## config.mk

```make
export PLATFORM = sky130hd
export DESIGN_NAME = shift_add_multiplier
export DESIGN_NICKNAME = d
export VERILOG_FILES = /design/src/rtl/shift_add_multiplier.sv
export SDC_FILE = /design/constraint.sdc
export NUM_CORES = 1
export LEC_CHECK = 0
export BUFFER_PORTS_ARGS = -buffer_cell sky130_fd_sc_hd__buf_2
export CORE_ASPECT_RATIO = 0.75
export CORE_MARGIN = 2
export CORE_UTILIZATION = 33
export DETAILED_ROUTE_END_ITERATION = 6
export PLACE_DENSITY_LB_ADDON = 0.1
export SLEW_MARGIN = 20
export SYNTH_ARGS = -nofsm -noshare
export SYNTH_HDL_FRONTEND = slang
export SYNTH_SLANG_ARGS = --single-unit
```

## constraint.sdc

```tcl
create_clock -name clk -period 2.8 [get_ports clk]
set_input_delay 0.28 -clock clk [delete_from_list [all_inputs] [get_ports clk]]
set_output_delay 0.28 -clock clk [all_outputs]
set_load 0.05 [all_outputs]
```

## src/rtl/shift_add_multiplier.sv

```systemverilog
// shift_add_multiplier: radix-2 shift-and-add unsigned multiplier, one multiplier bit per clock
// Ports: clk, reset (async, active high), start (sampled in IDLE), a_in/b_in (N-bit operands),
//        busy (high in CALC), done (one-cycle pulse), product (2N-bit, held until next completion)
// Option: define SHIFT_ADD_MULT_EARLY_EXIT_EN to finish as soon as no multiplier bits remain
module shift_add_multiplier #(
  parameter int N = 8
) (
  input  logic             clk,
  input  logic             reset,
  input  logic             start,
  input  logic [N-1:0]     a_in,
  input  logic [N-1:0]     b_in,
  output logic             busy,
  output logic             done,
  output logic [2*N-1:0]   product
);
  localparam int CW = $clog2(N) + 1;
  typedef enum logic [1:0] {IDLE, CALC, DONE} state_t;
  state_t state;
  logic [2*N-1:0] mcand, acc, acc_nx;
  logic [N-1:0] mplier;
  logic [CW-1:0] cnt;
  logic last;
  always_comb begin
    acc_nx = mplier[0] ? acc + mcand : acc;
`ifdef SHIFT_ADD_MULT_EARLY_EXIT_EN
    last = cnt == CW'(N - 1) || mplier[N-1:1] == '0;
`else
    last = cnt == CW'(N - 1);
`endif
  end
  always_ff @(posedge clk or posedge reset)
    if (reset) begin
      state   <= IDLE;
      busy    <= 1'b0;
      done    <= 1'b0;
      product <= '0;
      mcand   <= '0;
      mplier  <= '0;
      acc     <= '0;
      cnt     <= '0;
    end else begin
      case (state)
        IDLE: if (start) begin
          mcand  <= {{N{1'b0}}, a_in};
          mplier <= b_in;
          acc    <= '0;
          cnt    <= '0;
          busy   <= 1'b1;
          state  <= CALC;
        end
        CALC: begin
          acc    <= acc_nx;
          mcand  <= mcand << 1;
          mplier <= mplier >> 1;
          cnt    <= cnt + CW'(1);
          if (last) begin
            product <= acc_nx;
            busy    <= 1'b0;
            done    <= 1'b1;
            state   <= DONE;
          end
        end
        DONE: begin
          done  <= 1'b0;
          state <= IDLE;
        end
        default: state <= IDLE;
      endcase
    end
endmodule
```

# Word-level counts from Yosys, hierarchy flattened
# Cells that the tools add are included.
[word_totals] ram_bits=0 elab_cells=40 latchBits=0 romBits=0 in_bits=19 memories=0 ff_bits=64 out_inout_bits=18
[classes] addsub=2 muxes=17 n_eq_ne=5 n_bitwise=0 shift=0 multipliers=0 n_div=0 magnitude_cmp=0 reduce_logical=8
[ops] operator="16-bit one-hot mux with 2 select lines" n=2
[ops] operator="16-bit two-way mux" n=3
[ops] operator="16-bit adder" n=1
[ops] operator="8-bit one-hot mux with 2 select lines" n=1
[ops] operator="8-bit two-way mux" n=1
[ops] operator="4-bit one-hot mux with 2 select lines" n=1
[ops] operator="2-bit AND reduction" n=4
[ops] operator="4-bit by 1-bit adder with 4-bit output, second input constant" n=1
[ops] operator="4-bit by 3-bit equality test with 1-bit output, second input constant" n=1
[ops] operator="2-bit two-way mux" n=2
[ops] operator="4-bit two-way mux" n=1
[ops] operator="2-bit inequality test, second input constant" n=2
[ops] operator="1-bit one-hot mux with 2 select lines" n=2
[ops] operator="2-bit one-hot mux with 2 select lines" n=1
[ops] operator="2-bit nonzero test" n=2
[ops] operator="1-bit two-way mux" n=3
[ops] operator="3-bit AND reduction" n=1
[ops] operator="2-bit by 1-bit equality test with 1-bit output, second input constant" n=1
[ops] operator="2-bit equality test, second input constant" n=1
[ops] operator="2-bit logical NOT" n=1

# Depth between registers and ports, before layout
[logic_depth] word_depth=3 mapped_depth=9 mapped_depth_nobuf=9

# Worst setup path after synthesis
# Ideal clock, no wire load.
[synth_timing] kind="reg2reg" from="register mcand[0]" to="register product[14]" setup_slack_ns=0.444 n_path_buf=0 arrival_ns=2.278 path_stages_with_launch=10 setup_ns=0.077 required_time_ns=2.723 period_less_slack_ns=2.356 path_cell_list="dfrtp_1 > ha_1 > fa_1 > a21o_1 > a221oi_2 > o21ai_2 > a311oi_2 > xnor2_1 > nand2_1 > a21oi_1"
[synth_between] elab_chain_len=2
[synth_lines] item="start, declared" line_no="20" rtl="logic [2*N-1:0] mcand, acc, acc_nx;"
[synth_lines] item="start signal, assigned" line_no="45" rtl="mcand <= {{N{1'b0}}, a_in};"
[synth_lines] item="start signal, assigned" line_no="54" rtl="mcand <= mcand << 1;"
[synth_lines] item="16-bit adder" line_no="25" rtl="acc_nx = mplier[0] ? acc + mcand : acc;"
[synth_lines] item="16-bit two-way mux" line_no="25"
[synth_lines] item="end signal, assigned" line_no="58" rtl="product <= acc_nx;"
[synth_lines] item="end, declared" line_no="15" rtl="output logic [2*N-1:0] product"
# Every way passes these cells.
# A chain may end at the register's enable or synchronous reset.

# Worst setup path in the final report
# Ends and elaborated chain as after synthesis.

==> metrics.cfg <==
[logic_synthesis]
ys_types=45
syn_area_mm2=0.00345
ys.flop_type=dfrtp_1
ys_ff_latch=64
synth_fp_nets=391
yosys-top-cells-count=dfrtp_1 (64), o21ai_0 (43), nand2_1 (34), a21oi_1 (32), a22o_1 (21)
yosys.area.top_type=dfrtp_1
async_reset_ff_share_pct=100
synth_edf_count=0
ys_warn_count=0
post-synth-top-area-fraction_pct=46.5
ys_seq_area_share_pct=46.5
yosysMostFrequentCell=dfrtp_1
syn-instance-count=355
avgSynthCellArea_um2=9.71
synthTopCellsByArea=dfrtp_1 (46%), o21ai_0 (6.2%), ha_1 (5.8%), a22o_1 (5.3%), a21oi_1 (4.6%)

[placement]
hpwl_mm=6.12
io_buffers=36
gp_congestion=0.881

[cts]
cts_hold_buf=0
h-tree-depth=3
cts_tree=yes
postCtsSetupBuffers=0
cts.sinks=64
cts_inserted_buffers=9
cts-root-buf=clkbuf_16
cts_buffer_depth=2
clkTransAtPathRegs_ns=0.05
cts_resized=0
clock_latency_ns=0.33

[worst_setup_path]
slowest_delay_ns=0.42
critical-path-top-delay-family=compound AO/OA/AOI/OAI gates
critPathBufInv=0
startpoint_type=flop
cp_max_fo=4
arrival_ns=2.83
critPathSlowestCell=fa_1
critical_path.endpoint_type=flop
critical_path_class=reg -> reg
critPathRequiredTime_ns=3.06
crit_chain=ha_1 > fa_1 > a21o_1 > a221oi_2 > o21ai_2 > a311oi_2 > xnor2_1 > nand2_1 > a21oi_1

[routing]
viasPerCell=5.29
wl_per_cell_um=16.6
first_iter_violations=108
vias=2811
wl_mm=8.83
drtAntennaViolNets=0
drc=0
drt_pass1_iterations=6

[die]
initial_utilization_pct=33.8
coreArea_mm2=0.0102
die_h_um=92.5
io-pin-count=37
die_area_mm2=0.0113
std_cell_rows=32
fp.dieW_um=122

[sta]
max_slew.worst_pin.slew_ns=0.550
period_minus_slack_ns=2.57
drv_slew=0
rsz0062_at_grt=no
setup_viol=0
finalCritPeriodShare_pct=91.8
finalHoldViolCount=0
fmax_mhz=389
fin_skew_ns=0.00674
slew_headroom_pct=63.3
setup_tns_ns=0

[power_and_ir_drop]
ir_drop_v=0.000695
p_total_mw=4.97
power_leakage_nw=1.96
p_per_area_mw_per_mm2=1210

[layout]
antenna_cells=0
finish.utilization_pct=40.2
nets=426
fillers=1014
syn_to_final_growth_pct=19.2
drive_above_1_share_pct=17.7

[status]
status=finished clean

[grt]
grtUsageTotal_pct=17.2
grt_pass1_wl_mm=14.8
antenna_found_initial=0
grt-ovfl-total=0
grt_max_degree=65
grt_pass1_vias=2765

[job]
drv_cap=0

[min_path]
hold_class=in -> async

==> routing by layer <==
layer / up-vias / routed length (um) / share of wire, % / track usage (%)
met5: - / 0 / 0 / 0
met4: 0 / 102 / 1.2 / 5.56
met3: 12 / 509 / 5.8 / 5.17
met2: 72 / 3510 / 40 / 23.0
met1: 1361 / 4700 / 53 / 26.1
li1: 1366 / - / - / -
==> final cells by class <==
class | count | area, um2 | area share [%]
multi-input combinational | 264 | 1740 | 42.4
sequential | 64 | 1600 | 39.0
timing repair buffer | 46 | 268 | 6.52
clock buffer | 11 | 253 | 6.15
tap | 136 | 170 | 4.14
clock inverter | 5 | 55.1 | 1.34
inverter | 5 | 18.8 | 0.457
==> sequential cells by signal, summed over array words and instances, names as in the netlist <==
| register | flops |
|---|---|
| state | 2 |
| acc | 16 |
| mplier | 8 |
| product | 16 |
| done | 1 |
| cnt | 4 |
| busy | 1 |
| mcand | 16 |
==> cell families (layout without fill, tap and decap cells) <==
family,after synthesis,in the layout,synth area share (%)
adder cells (fa/ha/maj),17,17,6.39
XOR/XNOR,14,14,3.56
flip-flops,64,64,46.5
multiplexers,9,9,2.61
AO/OA/AOI/OAI,139,139,26.3
buffers and inverters,27,67,3.01
AND/OR/NAND/NOR,85,85,11.7
==> worst paths after layout <==
check / start / end / slack [ns] / depth (start not counted)
max: mcand[0] / product[14] / 0.23 / 9
min: reset / product[1] / 0.005 / 3
max reg2reg: mcand[0] / product[14] / 0.23 / 9
min reg2reg: product[10] / product[10] / 0.47 / 2
max in group asynchronous: reset / mcand[15] / 2.50 / 3
min in group clk: b_in[4] / mplier[4] / 0.24 / 3
==> power by group <==
group          switching [mW]  leakage (nW)  internal (mW)
Clock                   0.418         0.148          0.734
Combinational            1.43         0.976          0.791
Sequential              0.319         0.839           1.28
Total                    2.17          1.96           2.81
==> cells in the final DEF (no fill, tap or decap), drive strengths merged, types with 2 or more instances in the layout <==
| cell | synthesis | final |
|---|---|---|
| nor3 | 3 | 3 |
| nand2 | 34 | 34 |
| mux2i | 9 | 9 |
| a21o | 11 | 11 |
| ha | 16 | 16 |
| nor2 | 16 | 16 |
| a21oi | 32 | 32 |
| clkbuf | 20 | 11 |
| and3 | 3 | 3 |
| a22oi | 14 | 14 |
| xor2 | 5 | 5 |
| xnor2 | 9 | 9 |
| a22o | 21 | 21 |
| buf | 2 | 46 |
| dfrtp | 64 | 64 |
| a211oi | 2 | 2 |
| o211ai | 2 | 2 |
| o21ai | 45 | 45 |
| nor2b | 18 | 18 |
| clkinv | 1 | 3 |
| a311oi | 2 | 2 |
| a31oi | 2 | 2 |
| nand3 | 3 | 3 |
| nand4 | 2 | 2 |
| clkinvlp | 0 | 2 |
| nand2b | 2 | 2 |
| inv | 4 | 4 |
| o21bai | 2 | 2 |
==> stage by stage <==
step / hold slack (ns) / area, um2 / worst slack [ns] / std cells
after global routing: 0.0369 / 4110 / 0.0458 / 531
after global placement: 0.383 / 3800 / 0.267 / 515
final: 0.00499 / 4110 / 0.231 / 531
after floorplan: 0.467 / 3450 / 0.444 / 355
after CTS: 0.0247 / 4110 / 0.216 / 531
after detailed placement: 0.381 / 3800 / 0.214 / 515
==> worst register-to-register path: stages (launching register included) <==
cell	delay [ns]
dfrtp_1	0.40
ha_1	0.26
fa_1	0.42
a21o_1	0.20
a221oi_2	0.41
o21ai_2	0.15
a311oi_2	0.28
xnor2_1	0.18
nand2_1	0.09
a21oi_1	0.12
(Power assumes the default switching activity.)
